<file path="config.mk">
export PLATFORM = sky130hd
export DESIGN_NAME = vga_text_overlay
export DESIGN_NICKNAME = d
export VERILOG_FILES = /design/src/rtl/vga_overlay_pkg.sv /design/src/rtl/glyph_rom.sv /design/src/rtl/vga_text_overlay.sv
export SDC_FILE = /design/constraint.sdc
export NUM_CORES = 1
export LEC_CHECK = 0
export CORE_UTILIZATION = 49
export DETAILED_ROUTE_END_ITERATION = 8
export PLACE_DENSITY = 0.64
export SYNTH_ARGS = -nofsm -noshare
export SYNTH_HDL_FRONTEND = slang
export SYNTH_MEMORY_MAX_BITS = 65536
export SYNTH_SLANG_ARGS = --single-unit
</file>
<file path="constraint.sdc">
create_clock -name CLK_VGA -period 10 [get_ports CLK_VGA]
set_input_delay 2 -clock CLK_VGA [delete_from_list [all_inputs] [get_ports CLK_VGA]]
set_output_delay 2 -clock CLK_VGA [all_outputs]
set_load 0.01 [all_outputs]
</file>
<file path="src/rtl/vga_overlay_pkg.sv">
// Shared constants and types for the VGA text overlay and its glyph ROM.
package vga_overlay_pkg;

   localparam int GLYPH_W = 5;
   localparam int GLYPH_H = 7;

   typedef enum logic [1:0] {
      MODE_STATIC       = 2'b00,
      MODE_BLINK        = 2'b01,
      MODE_SCROLL       = 2'b10,
      MODE_BLINK_SCROLL = 2'b11
   } mode_e;

   typedef logic [11:0] coord_t;

endpackage

</file>
<file path="src/rtl/glyph_rom.sv">
// 5x7 font lookup: ASCII code and glyph row in, five pixel bits out (MSB = leftmost column).
module glyph_rom
   import vga_overlay_pkg::*;
(
   input  logic [6:0]         code_i,
   input  logic [2:0]         row_i,
   output logic [GLYPH_W-1:0] bits_o
);

   logic [6:0]                 folded;
   logic [GLYPH_W*GLYPH_H-1:0] glyph;

   // Lowercase folds onto uppercase; anything without an entry (control codes) stays blank.
   always_comb begin
      folded = (code_i >= 7'h60) ? (code_i - 7'h20) : code_i;
      case (folded)
         7'h20: glyph = {5'h00, 5'h00, 5'h00, 5'h00, 5'h00, 5'h00, 5'h00};
         7'h21: glyph = {5'h04, 5'h04, 5'h04, 5'h04, 5'h04, 5'h00, 5'h04};
         7'h22: glyph = {5'h0A, 5'h0A, 5'h0A, 5'h00, 5'h00, 5'h00, 5'h00};
         7'h23: glyph = {5'h0A, 5'h0A, 5'h1F, 5'h0A, 5'h1F, 5'h0A, 5'h0A};
         7'h24: glyph = {5'h04, 5'h0F, 5'h14, 5'h0E, 5'h05, 5'h1E, 5'h04};
         7'h25: glyph = {5'h18, 5'h19, 5'h02, 5'h04, 5'h08, 5'h13, 5'h03};
         7'h26: glyph = {5'h0C, 5'h12, 5'h14, 5'h08, 5'h15, 5'h12, 5'h0D};
         7'h27: glyph = {5'h0C, 5'h04, 5'h08, 5'h00, 5'h00, 5'h00, 5'h00};
         7'h28: glyph = {5'h02, 5'h04, 5'h08, 5'h08, 5'h08, 5'h04, 5'h02};
         7'h29: glyph = {5'h08, 5'h04, 5'h02, 5'h02, 5'h02, 5'h04, 5'h08};
         7'h2A: glyph = {5'h00, 5'h04, 5'h15, 5'h0E, 5'h15, 5'h04, 5'h00};
         7'h2B: glyph = {5'h00, 5'h04, 5'h04, 5'h1F, 5'h04, 5'h04, 5'h00};
         7'h2C: glyph = {5'h00, 5'h00, 5'h00, 5'h00, 5'h0C, 5'h04, 5'h08};
         7'h2D: glyph = {5'h00, 5'h00, 5'h00, 5'h1F, 5'h00, 5'h00, 5'h00};
         7'h2E: glyph = {5'h00, 5'h00, 5'h00, 5'h00, 5'h00, 5'h0C, 5'h0C};
         7'h2F: glyph = {5'h00, 5'h01, 5'h02, 5'h04, 5'h08, 5'h10, 5'h00};
         7'h30: glyph = {5'h0E, 5'h11, 5'h13, 5'h15, 5'h19, 5'h11, 5'h0E};
         7'h31: glyph = {5'h04, 5'h0C, 5'h04, 5'h04, 5'h04, 5'h04, 5'h0E};
         7'h32: glyph = {5'h0E, 5'h11, 5'h01, 5'h02, 5'h04, 5'h08, 5'h1F};
         7'h33: glyph = {5'h1F, 5'h02, 5'h04, 5'h02, 5'h01, 5'h11, 5'h0E};
         7'h34: glyph = {5'h02, 5'h06, 5'h0A, 5'h12, 5'h1F, 5'h02, 5'h02};
         7'h35: glyph = {5'h1F, 5'h10, 5'h1E, 5'h01, 5'h01, 5'h11, 5'h0E};
         7'h36: glyph = {5'h06, 5'h08, 5'h10, 5'h1E, 5'h11, 5'h11, 5'h0E};
         7'h37: glyph = {5'h1F, 5'h01, 5'h02, 5'h04, 5'h08, 5'h08, 5'h08};
         7'h38: glyph = {5'h0E, 5'h11, 5'h11, 5'h0E, 5'h11, 5'h11, 5'h0E};
         7'h39: glyph = {5'h0E, 5'h11, 5'h11, 5'h0F, 5'h01, 5'h02, 5'h0C};
         7'h3A: glyph = {5'h00, 5'h0C, 5'h0C, 5'h00, 5'h0C, 5'h0C, 5'h00};
         7'h3B: glyph = {5'h00, 5'h0C, 5'h0C, 5'h00, 5'h0C, 5'h04, 5'h08};
         7'h3C: glyph = {5'h02, 5'h04, 5'h08, 5'h10, 5'h08, 5'h04, 5'h02};
         7'h3D: glyph = {5'h00, 5'h00, 5'h1F, 5'h00, 5'h1F, 5'h00, 5'h00};
         7'h3E: glyph = {5'h08, 5'h04, 5'h02, 5'h01, 5'h02, 5'h04, 5'h08};
         7'h3F: glyph = {5'h0E, 5'h11, 5'h01, 5'h02, 5'h04, 5'h00, 5'h04};
         7'h40: glyph = {5'h0E, 5'h11, 5'h01, 5'h0D, 5'h15, 5'h15, 5'h0E};
         7'h41: glyph = {5'h0E, 5'h11, 5'h11, 5'h11, 5'h1F, 5'h11, 5'h11};
         7'h42: glyph = {5'h1E, 5'h11, 5'h11, 5'h1E, 5'h11, 5'h11, 5'h1E};
         7'h43: glyph = {5'h0E, 5'h11, 5'h10, 5'h10, 5'h10, 5'h11, 5'h0E};
         7'h44: glyph = {5'h1C, 5'h12, 5'h11, 5'h11, 5'h11, 5'h12, 5'h1C};
         7'h45: glyph = {5'h1F, 5'h10, 5'h10, 5'h1E, 5'h10, 5'h10, 5'h1F};
         7'h46: glyph = {5'h1F, 5'h10, 5'h10, 5'h1E, 5'h10, 5'h10, 5'h10};
         7'h47: glyph = {5'h0E, 5'h11, 5'h10, 5'h17, 5'h11, 5'h11, 5'h0F};
         7'h48: glyph = {5'h11, 5'h11, 5'h11, 5'h1F, 5'h11, 5'h11, 5'h11};
         7'h49: glyph = {5'h0E, 5'h04, 5'h04, 5'h04, 5'h04, 5'h04, 5'h0E};
         7'h4A: glyph = {5'h07, 5'h02, 5'h02, 5'h02, 5'h02, 5'h12, 5'h0C};
         7'h4B: glyph = {5'h11, 5'h12, 5'h14, 5'h18, 5'h14, 5'h12, 5'h11};
         7'h4C: glyph = {5'h10, 5'h10, 5'h10, 5'h10, 5'h10, 5'h10, 5'h1F};
         7'h4D: glyph = {5'h11, 5'h1B, 5'h15, 5'h15, 5'h11, 5'h11, 5'h11};
         7'h4E: glyph = {5'h11, 5'h11, 5'h19, 5'h15, 5'h13, 5'h11, 5'h11};
         7'h4F: glyph = {5'h0E, 5'h11, 5'h11, 5'h11, 5'h11, 5'h11, 5'h0E};
         7'h50: glyph = {5'h1E, 5'h11, 5'h11, 5'h1E, 5'h10, 5'h10, 5'h10};
         7'h51: glyph = {5'h0E, 5'h11, 5'h11, 5'h11, 5'h15, 5'h12, 5'h0D};
         7'h52: glyph = {5'h1E, 5'h11, 5'h11, 5'h1E, 5'h14, 5'h12, 5'h11};
         7'h53: glyph = {5'h0F, 5'h10, 5'h10, 5'h0E, 5'h01, 5'h01, 5'h1E};
         7'h54: glyph = {5'h1F, 5'h04, 5'h04, 5'h04, 5'h04, 5'h04, 5'h04};
         7'h55: glyph = {5'h11, 5'h11, 5'h11, 5'h11, 5'h11, 5'h11, 5'h0E};
         7'h56: glyph = {5'h11, 5'h11, 5'h11, 5'h11, 5'h11, 5'h0A, 5'h04};
         7'h57: glyph = {5'h11, 5'h11, 5'h11, 5'h15, 5'h15, 5'h15, 5'h0A};
         7'h58: glyph = {5'h11, 5'h11, 5'h0A, 5'h04, 5'h0A, 5'h11, 5'h11};
         7'h59: glyph = {5'h11, 5'h11, 5'h11, 5'h0A, 5'h04, 5'h04, 5'h04};
         7'h5A: glyph = {5'h1F, 5'h01, 5'h02, 5'h04, 5'h08, 5'h10, 5'h1F};
         7'h5B: glyph = {5'h0E, 5'h08, 5'h08, 5'h08, 5'h08, 5'h08, 5'h0E};
         7'h5C: glyph = {5'h00, 5'h10, 5'h08, 5'h04, 5'h02, 5'h01, 5'h00};
         7'h5D: glyph = {5'h0E, 5'h02, 5'h02, 5'h02, 5'h02, 5'h02, 5'h0E};
         7'h5E: glyph = {5'h04, 5'h0A, 5'h11, 5'h00, 5'h00, 5'h00, 5'h00};
         7'h5F: glyph = {5'h00, 5'h00, 5'h00, 5'h00, 5'h00, 5'h00, 5'h1F};
         default: glyph = '0;
      endcase
   end

   always_comb begin
      case (row_i)
         3'd0:    bits_o = glyph[34:30];
         3'd1:    bits_o = glyph[29:25];
         3'd2:    bits_o = glyph[24:20];
         3'd3:    bits_o = glyph[19:15];
         3'd4:    bits_o = glyph[14:10];
         3'd5:    bits_o = glyph[9:5];
         3'd6:    bits_o = glyph[4:0];
         default: bits_o = '0;
      endcase
   end

endmodule

</file>
<file path="src/rtl/vga_text_overlay.sv">
// Two-stage pixel pipeline drawing an N_CHARS string of scaled 5x7 glyphs, with a
// shadow buffer committed at frame start plus per-frame blink and scroll-with-wrap.
module vga_text_overlay
   import vga_overlay_pkg::*;
#(
   parameter  int N_CHARS      = 8,
   parameter  int SCALE        = 2,
   parameter  int START_X      = 85,
   parameter  int START_Y      = 95,
   parameter  int H_ACTIVE     = 1280,
   parameter  int BLINK_FRAMES = 30,
   parameter  int SCROLL_STEP  = 1,
   localparam int AW           = (N_CHARS > 1) ? $clog2(N_CHARS) : 1
)(
   input  logic          CLK_VGA,
   input  logic          RESET,
   input  logic [11:0]   VGA_horzCoord,
   input  logic [11:0]   VGA_vertCoord,
   input  logic          FRAME_START,
   input  logic          ENABLE,
   input  logic [1:0]    MODE,
   input  logic          WR_EN,
   input  logic [AW-1:0] WR_ADDR,
   input  logic [6:0]    WR_CHAR,
   output logic          WR_READY,
   output logic          NAME
);

   localparam int                PITCH   = 6 * SCALE;
   localparam int                SHIFT   = $clog2(SCALE);
   localparam int                BW      = (BLINK_FRAMES > 1) ? $clog2(BLINK_FRAMES) : 1;
   localparam logic signed [12:0] BOX_W  = 13'(N_CHARS * PITCH);
   localparam logic signed [12:0] BOX_H  = 13'(GLYPH_H * SCALE);
   localparam logic [12:0]       PITCH_U = 13'(PITCH);
   localparam logic [AW:0]       N_U     = (AW + 1)'(N_CHARS);

   coord_t             horz, vert;
   mode_e              mode;
   logic               blinkMode, scrollMode, wrAccept;
   logic [6:0]         shadow_q [N_CHARS];
   logic [6:0]         display_q [N_CHARS];
   logic               dirty_q, ready_q;
   logic signed [12:0] originX_q, originX_d, stepX;
   logic signed [13:0] stepEnd;
   logic [BW-1:0]      blinkCnt_q, blinkCnt_d;
   logic               blinkPhase_q, blinkPhase_d;

   assign horz       = VGA_horzCoord;
   assign vert       = VGA_vertCoord;
   assign mode       = mode_e'(MODE);
   assign blinkMode  = (mode == MODE_BLINK) || (mode == MODE_BLINK_SCROLL);
   assign scrollMode = (mode == MODE_SCROLL) || (mode == MODE_BLINK_SCROLL);
   assign WR_READY   = ready_q && !FRAME_START;
   assign wrAccept   = WR_EN && WR_READY;

   // Per-frame updates; the wrap test uses one extra bit so origin + box width cannot overflow.
   always_comb begin
      stepX        = originX_q - 13'(SCROLL_STEP);
      stepEnd      = {stepX[12], stepX} + {BOX_W[12], BOX_W};
      originX_d    = originX_q;
      blinkCnt_d   = blinkCnt_q;
      blinkPhase_d = blinkPhase_q;
      if (FRAME_START) begin
         if (blinkCnt_q == BW'(BLINK_FRAMES - 1)) begin
            blinkCnt_d   = '0;
            blinkPhase_d = !blinkPhase_q;
         end else begin
            blinkCnt_d = blinkCnt_q + 1'b1;
         end
         if (scrollMode) begin
            originX_d = (stepEnd <= 0) ? 13'(H_ACTIVE) : stepX;
         end
      end
   end

   always_ff @(posedge CLK_VGA or posedge RESET) begin
      if (RESET) begin
         for (int i = 0; i < N_CHARS; i++) begin
            shadow_q[i]  <= 7'h20;
            display_q[i] <= 7'h20;
         end
         dirty_q      <= 1'b0;
         ready_q      <= 1'b0;
         originX_q    <= 13'(START_X);
         blinkCnt_q   <= '0;
         blinkPhase_q <= 1'b0;
      end else begin
         ready_q      <= 1'b1;
         originX_q    <= originX_d;
         blinkCnt_q   <= blinkCnt_d;
         blinkPhase_q <= blinkPhase_d;
         if (wrAccept) begin
            if ({1'b0, WR_ADDR} < N_U) begin
               shadow_q[WR_ADDR] <= WR_CHAR;
               dirty_q           <= 1'b1;
            end
         end else if (FRAME_START && dirty_q) begin
            for (int i = 0; i < N_CHARS; i++) begin
               display_q[i] <= shadow_q[i];
            end
            dirty_q <= 1'b0;
         end
      end
   end

   logic signed [12:0] relX, relY;
   logic               inBox_d, inBox_q, blank_q;
   logic [AW-1:0]      idx_d;
   logic [6:0]         code_d, code_q;
   logic [2:0]         row_d, row_q, col_d, col_q;
   logic [GLYPH_W-1:0] glyphBits;
   logic               pixBit, name_q;

   // Stage 1 address decode; out-of-box pixels read a space so idx never needs clamping.
   always_comb begin
      relX    = {1'b0, horz} - originX_q;
      relY    = {1'b0, vert} - 13'(START_Y);
      inBox_d = (relX >= 0) && (relX < BOX_W) && (relY >= 0) && (relY < BOX_H);
      idx_d   = AW'($unsigned(relX) / PITCH_U);
      col_d   = 3'(($unsigned(relX) % PITCH_U) >> SHIFT);
      row_d   = 3'($unsigned(relY) >> SHIFT);
      code_d  = inBox_d ? display_q[idx_d] : 7'h20;
   end

   glyph_rom uGlyphRom (
      .code_i (code_q),
      .row_i  (row_q),
      .bits_o (glyphBits)
   );

   always_comb begin
      pixBit = 1'b0;
      if (col_q < 3'(GLYPH_W)) begin
         pixBit = glyphBits[3'(GLYPH_W - 1) - col_q];
      end
   end

   always_ff @(posedge CLK_VGA or posedge RESET) begin
      if (RESET) begin
         inBox_q <= 1'b0;
         blank_q <= 1'b0;
         code_q  <= 7'h20;
         row_q   <= '0;
         col_q   <= '0;
         name_q  <= 1'b0;
      end else begin
         inBox_q <= inBox_d;
         blank_q <= blinkMode && blinkPhase_q;
         code_q  <= code_d;
         row_q   <= row_d;
         col_q   <= col_d;
         name_q  <= inBox_q && pixBit && ENABLE && !blank_q;
      end
   end

   assign NAME = name_q;

endmodule

</file>
# After elaboration in Yosys (flattened, before gate mapping)

Memories as Yosys holds them, arrays and structs flattened.
Index checks and enable logic that the tools add are counted.
Widths: inputs -> output; s select.

Memory bits (writable): 0
Latch bits: 0
ROM bits: 4480
Memories: 1
Register bits: 149
Input bits: 41

Divide/modulo/power cells: 2
Equal/unequal tests: 10
Reductions and logical operators: 21
Multiply operators: 0
Mux-type cells: 16
Bitwise gates (word level): 3
Add/sub/neg operators: 7
Magnitude comparators: 11
Shifts and indexed selects: 0

Memory list:

| name            | depth | bits a word | read ports | clocked after memory_dff | write ports | RTL line        | RTL |
|---|---|---|---|---|---|---|---|
| (no name shown) | 128   | 35          | 1          | 0                        | 0           | glyph_rom.sv:16 | `case (folded)` |

Operators by type and width:

| operator              | count |
|---|---|
| $bwmux 56             | 1 |
| $mux 7                | 5 |
| $pmux 5 s7            | 1 |
| $ge 13x1->1 const B   | 2 |
| $bmux 7 s3            | 1 |
| $demux 7 s3           | 1 |
| $add 13x8->14 const B | 1 |
| $le 14x1->1 const B   | 1 |
| $div 13x4->13 const B | 1 |
| $lt 13x5->1 const B   | 1 |
| $lt 13x8->1 const B   | 1 |
| $mod 13x4->13 const B | 1 |
| $mux 13               | 1 |
| $sub 12x13->13        | 1 |
| $sub 12x7->13 const B | 1 |
| $sub 13x2->13 const B | 1 |
| $logic_and 1x1->1     | 11 |
| $eq 3x3->1 const B    | 3 |
| $ge 4x4->1 const B    | 2 |
| $not 3->4             | 2 |
| $ge 7x7->1 const B    | 1 |
| $sub 7x6->7 const B   | 1 |
| $eq 3x2->1 const B    | 2 |
| $reduce_and 2->1      | 3 |
| 17 further kinds      | 24 |

# Logic depth before layout (Yosys ltp)

Gate-level depths: netlist (run 1).
An unclocked memory read counts as a cell.

Depth after elaboration: 10
Gate-level depth with buffers: 21

# Hierarchy

From an unflattened synthesis (run 1), not the netlist that was laid out.

Cells, all modules: 1226
Area total of the unflattened synthesis: 11313.4 um2

By module, submodules not included:

| module           | seq. area each (um2) | times used | cells an instance | area each (um2) |
|---|---|---|---|---|
| vga_text_overlay | 3754.9               | 1          | 732               | 8185.4 |
| glyph_rom        | 0.0                  | 1          | 494               | 3128.0 |

# Worst setup path after synthesis (run 1)

No wires, ideal clock.

Path type: in2reg
Start point: in VGA_horzCoord[0]
End point: reg code_q[5]
Path buffers: 1
Required time: 9.906 ns
Stages on the path: 18
Data arrival time: 6.194 ns
Slack: 3.711 ns
Cell sequence: inv_1 ha_1 fa_1 nor2b_1 o31a_1 o21bai_4 mux2_4 or2_1 buf_2 a2111o_1 a31oi_2 nor3_2 and3_1 o41a_4 a21oi_4 a21boi_4 mux2_1 a311oi_1

Word-level cells in the longest chain between the ends: 7
Elaborated cells between the ends (all ways): 12

Ends and longest elaborated chain:

| what                                      | RTL line                | RTL |
|---|---|---|
| from (decl)                               | vga_text_overlay.sv:17  | `input logic [11:0] VGA_horzCoord,` |
| $sub 12x13->13 *                          | vga_text_overlay.sv:116 | `relX = {1'b0, horz} - originX_q;` |
| $div 13x4->13                             | vga_text_overlay.sv:119 | `idx_d = AW'($unsigned(relX) / PITCH_U);` |
| $not 3->4 (implied by the code)           | vga_text_overlay.sv:122 | `code_d = inBox_d ? display_q[idx_d] : 7'h20;` |
| $bmux 7 s3                                | vga_text_overlay.sv:122 |  |
| $mux 7 (implied by the code) (2 in a row) | vga_text_overlay.sv:122 |  |
| $mux 7 *                                  | vga_text_overlay.sv:122 |  |
| net code_d[5]                             | vga_text_overlay.sv:109 | `logic [6:0] code_d, code_q;` |
| to (signal assigned)                      | vga_text_overlay.sv:149 | `code_q <= code_d;` |
| to (decl)                                 | vga_text_overlay.sv:109 |  |

The timed path passes the listed nets; every way through them passes the cells marked *. The select of a mux whose other input is x is not followed.
A chain may end at the register's enable or synchronous reset.

# Worst setup path after layout (run 1)

Same ends and word-level chain as after synthesis.

==> results.ini, run 1 <==
[run_status]
status = finished, final reports clean

[yosys]
synth_top_area_frac = 0.294
dominantRegCellSynth = dfrtp_1
syn_inst = 1238
synth_cell_types = 88
synth_area_per_cell_um2 = 8.80
yosys-top-cells-area = dfrtp_1 29%, mux2_2 12%, dfstp_2 5.1%, nand2_1 4.4%, o21ai_0 4.1%
syn_nets = 1315
synth_commonest_cells = 128 x dfrtp_1, 128 x nand2_1, 115 x mux2_2
synth-async-reset-ratio = 1.00
synth_area_um2 = 10900
synth_edf_count = 0
seq_area_frac_synth = 0.345
synth_warnings = 0
synth_seq_cells = 149
synth.largest_area_cell = dfrtp_1

[placed_design]
place_worst_setup_slack_ns = 1.99
placed_area_um2 = 11500
gp_congestion = 1.03
hpwlAfterDp_mm = 22.1
portBuffers = 42
dp_cells = 1492

[drt]
vias = 9902
wl_mm = 32.0
drc = 0
ant_nets = 0
routed_via_density = 6.50
dr.first_iter.drc_count = 993
wl_per_cell_um = 21.0
drt_pass1_iterations = 6

[global_route]
grt_usage = 0.292
grt_start_max_net_pins = 82
grt_pass1_wl_mm = 51.3
first_global_vias = 9203
overflow = 0
antenna_found_initial = 0

[worst_hold_path]
hold_class = register to register

[floorplanning]
rows = 54
die_area_um2 = 22800
start_util = 0.499
die_w_um = 151
die_h_um = 151
core_um2 = 21800
io_pins = 43

[sta]
max_slew_margin = 0.214
worst_clock_skew_ns = 0.0159
setup-tns-final_ns = 0
slew_violations = 0
finalSetupViolCount = 0
period_minus_slack_ns = 7.65
hold_viol = 0
grt_setup_unrepaired = no
max_freq_mhz = 131
fin_ws_ns = 2.35
worst_pin_slew_ns = 1.17
finalCritPeriodShare = 0.765

[setup_path]
endpoint_kind = register
critical_path_peak_fanout = 16
worstPathArrival_ns = 7.98
worstSetupStartpointType = input port
cp_data_required_time_ns = 10.33
worstSetupPathType = input port to register

[pwr]
vdd_drop_max_uv = 285
power.leakage_nw = 4.87
p_per_area_nw_per_um2 = 287

[final_layout]
synthToLayoutAreaGrowth_pct = 10.4
fin_util = 0.551
finalNonFillerCells = 1524
drive_gt1_frac = 0.172
finalNetCount = 1308
final_area_um2 = 12000
fillCellCount = 2024
antenna_cells = 0

[clock_tree]
clkTransAtPathRegs_ns = 0.07
cts_buffers = 17
hold_buffers = 0
post_cts_buffers = 0
cts_tree = done
ctsResizeCount = 0
root_buffer = clkbuf_16
clock-sinks = 149
htreeDepth = 4
clk_path_buf_depth = 2
insertion_delay_ns = 0.43

[job]
drv_cap = 0

## state kept, by name, indices dropped and copies added, names as in the netlist
signal / count
row_q: 3
ready_q: 1
dirty_q: 1
col_q: 3
code_q: 7
shadow_q: 56
originX_q: 13
blinkPhase_q: 1
blank_q: 1
inBox_q: 1
display_q: 56
blinkCnt_q: 5
NAME: 1
## worst paths after layout
kind | startpoint | end | slack, ns | cells after the start
worst max-delay path | VGA_horzCoord[0] | code_q[5] | 2.35 | 18
worst min-delay path | blinkPhase_q | blinkPhase_q | 0.49 | 1
worst max register to register | originX_q[2] | code_q[5] | 3.95 | 16
worst min register to register | blinkPhase_q | blinkPhase_q | 0.49 | 1
max in group asynchronous | RESET | code_q[2] | 6.44 | 3
min in group asynchronous | RESET | blinkCnt_q[3] | 2.02 | 2
## routing by layer
metal  track usage  share of wire
met5             0              0
met1         0.415           0.45
met3        0.0575          0.078
met4         0.106          0.028
met2         0.437           0.44
## worst max-delay path: stages
cell	delay, ns
clkdlybuf4s50_1	0.45
inv_1	0.04
ha_1	0.21
fa_1	0.41
nor2b_1	0.21
o2111ai_1	0.22
a21oi_1	0.32
o32ai_2	0.24
o21a_1	0.24
o211ai_1	0.17
a41oi_1	0.26
nor3_2	0.68
mux2_4	0.36
o41a_4	0.45
a21oi_4	0.38
a21boi_4	0.68
mux2_1	0.38
a311oi_1	0.26
## through the flow
stage	hold WS, ns	power (mW)
finish	0.486	3.45
global route	0.512	3.70
CTS	0.491	3.44
detailed placement	0.482	2.80
global placement	0.471	2.77
floorplan	0.438	2.43
## layout by cell type (no fill, tap or decap), types with 8 or more instances in the layout
| cell type | count |
|---|---|
| nor2_1 | 97 |
| o31ai_1 | 17 |
| nand2b_1 | 14 |
| or3_1 | 15 |
| ha_1 | 35 |
| nor2b_1 | 15 |
| inv_1 | 29 |
| dfrtp_1 | 125 |
| mux2_2 | 115 |
| clkbuf_16 | 17 |
| a31oi_1 | 25 |
| xnor2_1 | 17 |
| buf_4 | 12 |
| dfstp_2 | 21 |
| clkdlybuf4s50_1 | 42 |
| xor2_1 | 9 |
| nor3_1 | 30 |
| a211oi_1 | 15 |
| nand3_1 | 34 |
| a21oi_1 | 78 |
| o22ai_1 | 14 |
| nand2_1 | 127 |
| o211ai_1 | 22 |
| o221ai_1 | 20 |
| o21ai_0 | 90 |
| mux2i_1 | 22 |
| a21o_1 | 11 |
| and2_1 | 9 |
| nor4_1 | 13 |
| a311oi_1 | 8 |
## cells by family (layout without fill, tap and decap cells)
logic type / Yosys count / in the layout / share of synthesized area
compound gates: 384 / 384 / 0.239
flops: 149 / 149 / 0.345
fa+ha+maj: 36 / 36 / 0.0420
mux: 140 / 140 / 0.143
xor+xnor: 26 / 26 / 0.0209
simple gates: 391 / 391 / 0.169
other cells: 1 / 1 / 0.000344
buf+inv: 111 / 117 / 0.0410
## area by class of cell
class,count,area (µm²),share of cell area
Clock buffer,18,439,0.0365
Clock inverter,14,135,0.0112
Inverter,31,121,0.0101
Multi-Input combinational cell,978,6710,0.558
Sequential cell,149,3760,0.312
Tap cell,280,350,0.0291
Timing Repair Buffer,54,510,0.0424
## power by group
| group | internal (mW) | switching [mW] | leakage, nW |
|---|---|---|---|
| combinational | 0.778 | 1.16 | 2.73 |
| sequential | 0.773 | 0.114 | 1.86 |
| clock | 0.336 | 0.289 | 0.277 |
Power figures use the tool's default switching activity.
==> run 2: changes to the inputs <==
Clock period 10 ns to 7.8 ns, I/O delays scaled along.
==> results.ini, run 2 (synthesis gave the netlist of run 1 again) <==
[run_status]
status = finished, final reports clean

[global_route]
first_global_vias = 9283  ; +0.87%
antenna_found_initial = 0  ; unchanged
grt_pass1_wl_mm = 51.6  ; +0.66%
grt_start_max_net_pins = 98  ; +20%
grt_usage = 0.294  ; +0.00289
overflow = 0  ; unchanged

[clock_tree]
clkTransAtPathRegs_ns = 0.07  ; about the same
insertion_delay_ns = 0.43  ; about the same
cts_tree = done
hold_buffers = 0  ; unchanged
clock-sinks = 149  ; unchanged
ctsResizeCount = 0  ; unchanged
cts_buffers = 17  ; unchanged
root_buffer = clkbuf_16
post_cts_buffers = 0  ; unchanged
htreeDepth = 4  ; unchanged
clk_path_buf_depth = 2  ; unchanged

[setup_path]
r2r-end = code_q[6]
worstPathArrival_ns = 6.96  ; -1.02 ns
worstSetupPathType = input port to register
worstSetupStartpointType = input port
reg2regPathDepth = 17  ; +1
worstReg2RegStart = originX_q[4]
cp_data_required_time_ns = 8.08  ; -2.25 ns
rrSetupSlack_ns = 2.26  ; -1.69 ns
endpoint_kind = register
critical_path_peak_fanout = 16  ; unchanged

[floorplanning]
core_um2 = 21800  ; unchanged
die_area_um2 = 22800  ; unchanged
die_h_um = 151  ; unchanged
io_pins = 43  ; unchanged
start_util = 0.499  ; unchanged
rows = 54  ; unchanged
die_w_um = 151  ; unchanged

[sta]
setup-tns-final_ns = 0  ; unchanged
finalCritPeriodShare = 0.856
max_slew_margin = 0.222  ; +0.00722
slew_violations = 0  ; unchanged
worst_pin_slew_ns = 1.16  ; -0.0108 ns
max_freq_mhz = 150
worst_clock_skew_ns = 0.0148  ; -0.00114 ns
finalSetupViolCount = 0  ; unchanged
hold_viol = 0  ; unchanged
grt_setup_unrepaired = no
whs_ns = 0.470  ; -0.0157 ns
period_minus_slack_ns = 6.68

[final_layout]
finalNetCount = 1310  ; +0.15%
antenna_cells = 0  ; unchanged
ff_latch_area_um2 = 3760  ; unchanged
synthToLayoutAreaGrowth_pct = 10.5  ; about the same
fillCellCount = 2016  ; -0.40%
layout_common_cells = 127 x nand2_1, 125 x dfrtp_1, 115 x mux2_2
final_common_cell = nand2_1
multi_input_area_um2 = 6720  ; about the same
drive_gt1_frac = 0.173  ; +0.00133
reg_top3 = display_q (56), shadow_q (56), originX_q (13)

[worst_hold_path]
min_from = blinkPhase_q
min_to = blinkPhase_q
hold_class = register to register
hold_depth = 1  ; unchanged

[drt]
wl_mm = 32.3  ; +0.70%
wl_per_cell_um = 21.1  ; +0.57%
ant_nets = 0  ; unchanged
routed_via_density = 6.52  ; +0.29%
dr.first_iter.drc_count = 1011  ; +1.8%
drt_pass1_iterations = 6  ; unchanged
drc = 0  ; unchanged
vias = 9944  ; +0.42%

[pwr]
vdd_drop_max_uv = 433  ; +52%
power.leakage_nw = 4.87  ; about the same
p_per_area_nw_per_um2 = 371  ; +29%

[job]
drv_cap = 0  ; unchanged

[placed_design]
gp_congestion = 1.05  ; +2.6%
portBuffers = 42  ; unchanged
hpwlAfterDp_mm = 22.3  ; +0.72%

## run 2: worst max path at each step
stage / from / to / slack [ns] / cells past startpoint
finish: VGA_horzCoord[0] / code_q[6] / 1.12 / 19
global placement: VGA_horzCoord[0] / code_q[1] / 0.87 / 19
floorplan: VGA_horzCoord[0] / code_q[5] / 1.95 / 18
global route: VGA_horzCoord[0] / code_q[1] / 0.68 / 19
detailed placement: VGA_horzCoord[0] / code_q[0] / 0.72 / 19
CTS: VGA_horzCoord[0] / code_q[0] / 1.16 / 19
## run 2: final cells by class
cell class,count,share of cell area
clock buffers,18,0.0356
repair buffers,56,0.0437
multi-input cells,978,0.558
clock inverters,14,0.0113
well taps,280,0.0291
flip-flops and latches,149,0.312
inverters,31,0.0101
## run 2: report_power, final
part,switching [mW],internal [mW],leakage [nW]
sequential,0.149,0.991,1.86
combinational,1.50,1.03,2.74
clock,0.368,0.423,0.269
total,2.02,2.45,4.87
## run 2: critical path, cell delays in order
cell	delay, ns
clkdlybuf4s50_1	0.45
inv_1	0.04
ha_1	0.22
fa_1	0.42
nor2b_1	0.22
o2111ai_1	0.19
a21oi_1	0.31
o32ai_2	0.25
o21a_1	0.25
o211ai_1	0.18
a41oi_1	0.24
nor3_2	0.67
mux2_4	0.36
o41a_4	0.46
a21oi_4	0.15
a21boi_4	0.37
buf_4	0.27
mux2i_1	0.22
o221ai_1	0.14
## run 2: metrics by stage
stage	instance area [µm²]	cells	utilization	power, mW	setup WS (ns)
2_1_floorplan	10900	1238	-	3.12	1.95
3_3_place_gp	11500	1494	0.526	3.60	0.867
3_5_place_dp	11500	1494	0.526	3.65	0.725
4_1_cts	12000	1526	0.552	4.45	1.16
5_1_grt	12000	1526	0.552	4.79	0.682
6_report	12000	1526	0.552	4.46	1.12
## run 2: routing by layer
| layer | share of wire | vias to the layer above | track usage |
|---|---|---|---|
| li1 | - | 4616 | - |
| met1 | 0.45 | 4750 | 0.420 |
| met2 | 0.44 | 489 | 0.444 |
| met3 | 0.075 | 89 | 0.0557 |
| met4 | 0.030 | 0 | 0.103 |
| met5 | 0 | - | 0 |
==> run 3: changes to the inputs <==
Settings changed: CTS_BUF_LIST set to sky130_fd_sc_hd__clkbuf_4 sky130_fd_sc_hd__clkbuf_8 sky130_fd_sc_hd__clkbuf_16.
==> results.ini, run 3 (synthesis gave the netlist of run 1 again) <==
[pwr]
intPower_mw = 2.45  ; +0.15%
p_seq_frac = 0.256  ; about the same
combinationalPowerShare = 0.566  ; -0.002
power.total_mw = 4.46  ; about the same
vdd_drop_max_uv = 428  ; -1.2%
power.leakage_nw = 4.88  ; about the same
switching_share = 0.451  ; -0.000813
p_per_area_nw_per_um2 = 371  ; about the same
clockPowerShare = 0.178  ; about the same
power.net_switching_mw = 2.01  ; -0.18%

[global_route]
first_global_vias = 9285  ; +0.022%
grt_pass1_wl_mm = 51.6  ; about the same
antenna_found_initial = 0  ; unchanged
grt_usage = 0.295  ; about the same
grt_start_max_net_pins = 98  ; unchanged
overflow = 0  ; unchanged

[placed_design]
gp_congestion = 1.05  ; unchanged
place_worst_setup_slack_ns = 0.725  ; unchanged
hpwlAfterDp_mm = 22.3  ; unchanged
portBuffers = 42  ; unchanged
placed_area_um2 = 11500  ; unchanged

[setup_path]
worstSetupStartpointType = input port
critical_path.max_stage_delay_ns = 0.67  ; about the same
crit_path_cell_trace = clkdlybuf4s50_1 > inv_1 > ha_1 > fa_1 > nor2b_1 > o2111ai_1 > a21oi_1 > o32ai_2 > o21a_1 > o211ai_1 > a41oi_1 > nor3_2 > mux2_4 > o41a_4 > a21oi_4 > a21boi_4 > buf_4 > mux2i_1 > o221ai_1
path_buf_inv = 3  ; unchanged
worstSetupPathType = input port to register
endpoint_kind = register
critical-path-slowest-cell = nor3_2
path_delay_family = compound AO/OA/AOI/OAI gates
critical_path_peak_fanout = 16  ; unchanged
cp_data_required_time_ns = 8.09  ; about the same
worstPathArrival_ns = 6.98  ; +0.02 ns

[final_layout]
reg_top3 = display_q (56), shadow_q (56), originX_q (13)
final_area_um2 = 12000  ; about the same
drive_gt1_frac = 0.174  ; +0.000803
finalNetCount = 1310  ; unchanged
layout_common_cells = 127 x nand2_1, 125 x dfrtp_1, 115 x mux2_2
synthToLayoutAreaGrowth_pct = 10.5  ; about the same
fin_util = 0.552  ; about the same
final_common_cell = nand2_1
antenna_cells = 0  ; unchanged

[sta]
finalSetupViolCount = 0  ; unchanged
fin_ws_ns = 1.11  ; -0.0147 ns
hold_viol = 0  ; unchanged
max_slew_margin = 0.218  ; -0.00342
worst_clock_skew_ns = 0.0139  ; -0.000892 ns
max_freq_mhz = 149  ; -0.22%
worst_pin_slew_ns = 1.17  ; +0.00511 ns
slew_violations = 0  ; unchanged
period_minus_slack_ns = 6.69  ; +0.0147 ns
finalCritPeriodShare = 0.858  ; +0.00188
grt_setup_unrepaired = no
setup-tns-final_ns = 0  ; unchanged

[clock_tree]
root_buffer = clkbuf_16
insertion_delay_ns = 0.43  ; about the same
clk_path_buf_depth = 2  ; unchanged
hold_buffers = 0  ; unchanged
post_cts_buffers = 0  ; unchanged
cts_buffers = 17  ; unchanged
cts_tree = done
clkTransAtPathRegs_ns = 0.07  ; about the same
clock-sinks = 149  ; unchanged
htreeDepth = 4  ; unchanged
ctsResizeCount = 0  ; unchanged

[drt]
ant_nets = 0  ; unchanged
drc = 0  ; unchanged
wl_mm = 32.4  ; +0.41%
drt_pass1_iterations = 5  ; -1
vias = 9948  ; +0.040%
wl_per_cell_um = 21.2  ; +0.41%
routed_via_density = 6.52  ; about the same
dr.first_iter.drc_count = 1085  ; +7.3%

[floorplanning]
die_h_um = 151  ; unchanged
rows = 54  ; unchanged
start_util = 0.499  ; unchanged
core_um2 = 21800  ; unchanged
die_area_um2 = 22800  ; unchanged
io_pins = 43  ; unchanged
die_w_um = 151  ; unchanged

[worst_hold_path]
hold_class = register to register

[run_status]
status = finished, final reports clean

[job]
drv_cap = 0  ; unchanged

-- run 3: power groups by stage --
stage	Clock (mW)	Combinational, mW	Sequential (mW)
final	0.795	2.53	1.14
after CTS	0.813	2.50	1.14
after detailed placement	0	2.49	1.15
after global routing	0.845	2.78	1.17
after global placement	0	2.45	1.15
after floorplan	0	2.03	1.09
-- run 3: area by class of cell --
class / count / area, µm²
repair buffers: 56 / 526
well taps: 280 / 350
clock inverters: 14 / 136
inverters: 31 / 121
fillers: 2012 / 9780
flip-flops and latches: 149 / 3760
multi-input cells: 978 / 6720
clock buffers: 18 / 433
-- run 3: path summary, 6_finish.rpt --
kind	from	to	slack (ns)	cells after the start
worst min-delay path	blinkPhase_q	blinkPhase_q	0.47	1
worst max-delay path	VGA_horzCoord[0]	code_q[1]	1.11	19
worst min register to register	blinkPhase_q	blinkPhase_q	0.47	1
min in group asynchronous	RESET	originX_q[7]	1.69	2
worst max register to register	originX_q[4]	code_q[1]	2.25	17
max in group asynchronous	RESET	code_q[4]	4.89	3
-- run 3: per-stage QoR --
stage	hold slack, ns	instances
floorplan	0.438	1238
global placement	0.455	1494
detailed placement	0.463	1494
CTS	0.474	1526
global route	0.499	1526
finish	0.470	1526
-- run 3: metal layers --
metal	global-route usage	vias up	wire length, µm
li1	-	4611	-
met1	0.420	4780	14600
met2	0.444	470	14200
met3	0.0557	87	2510
met4	0.103	0	1060
met5	0	-	0
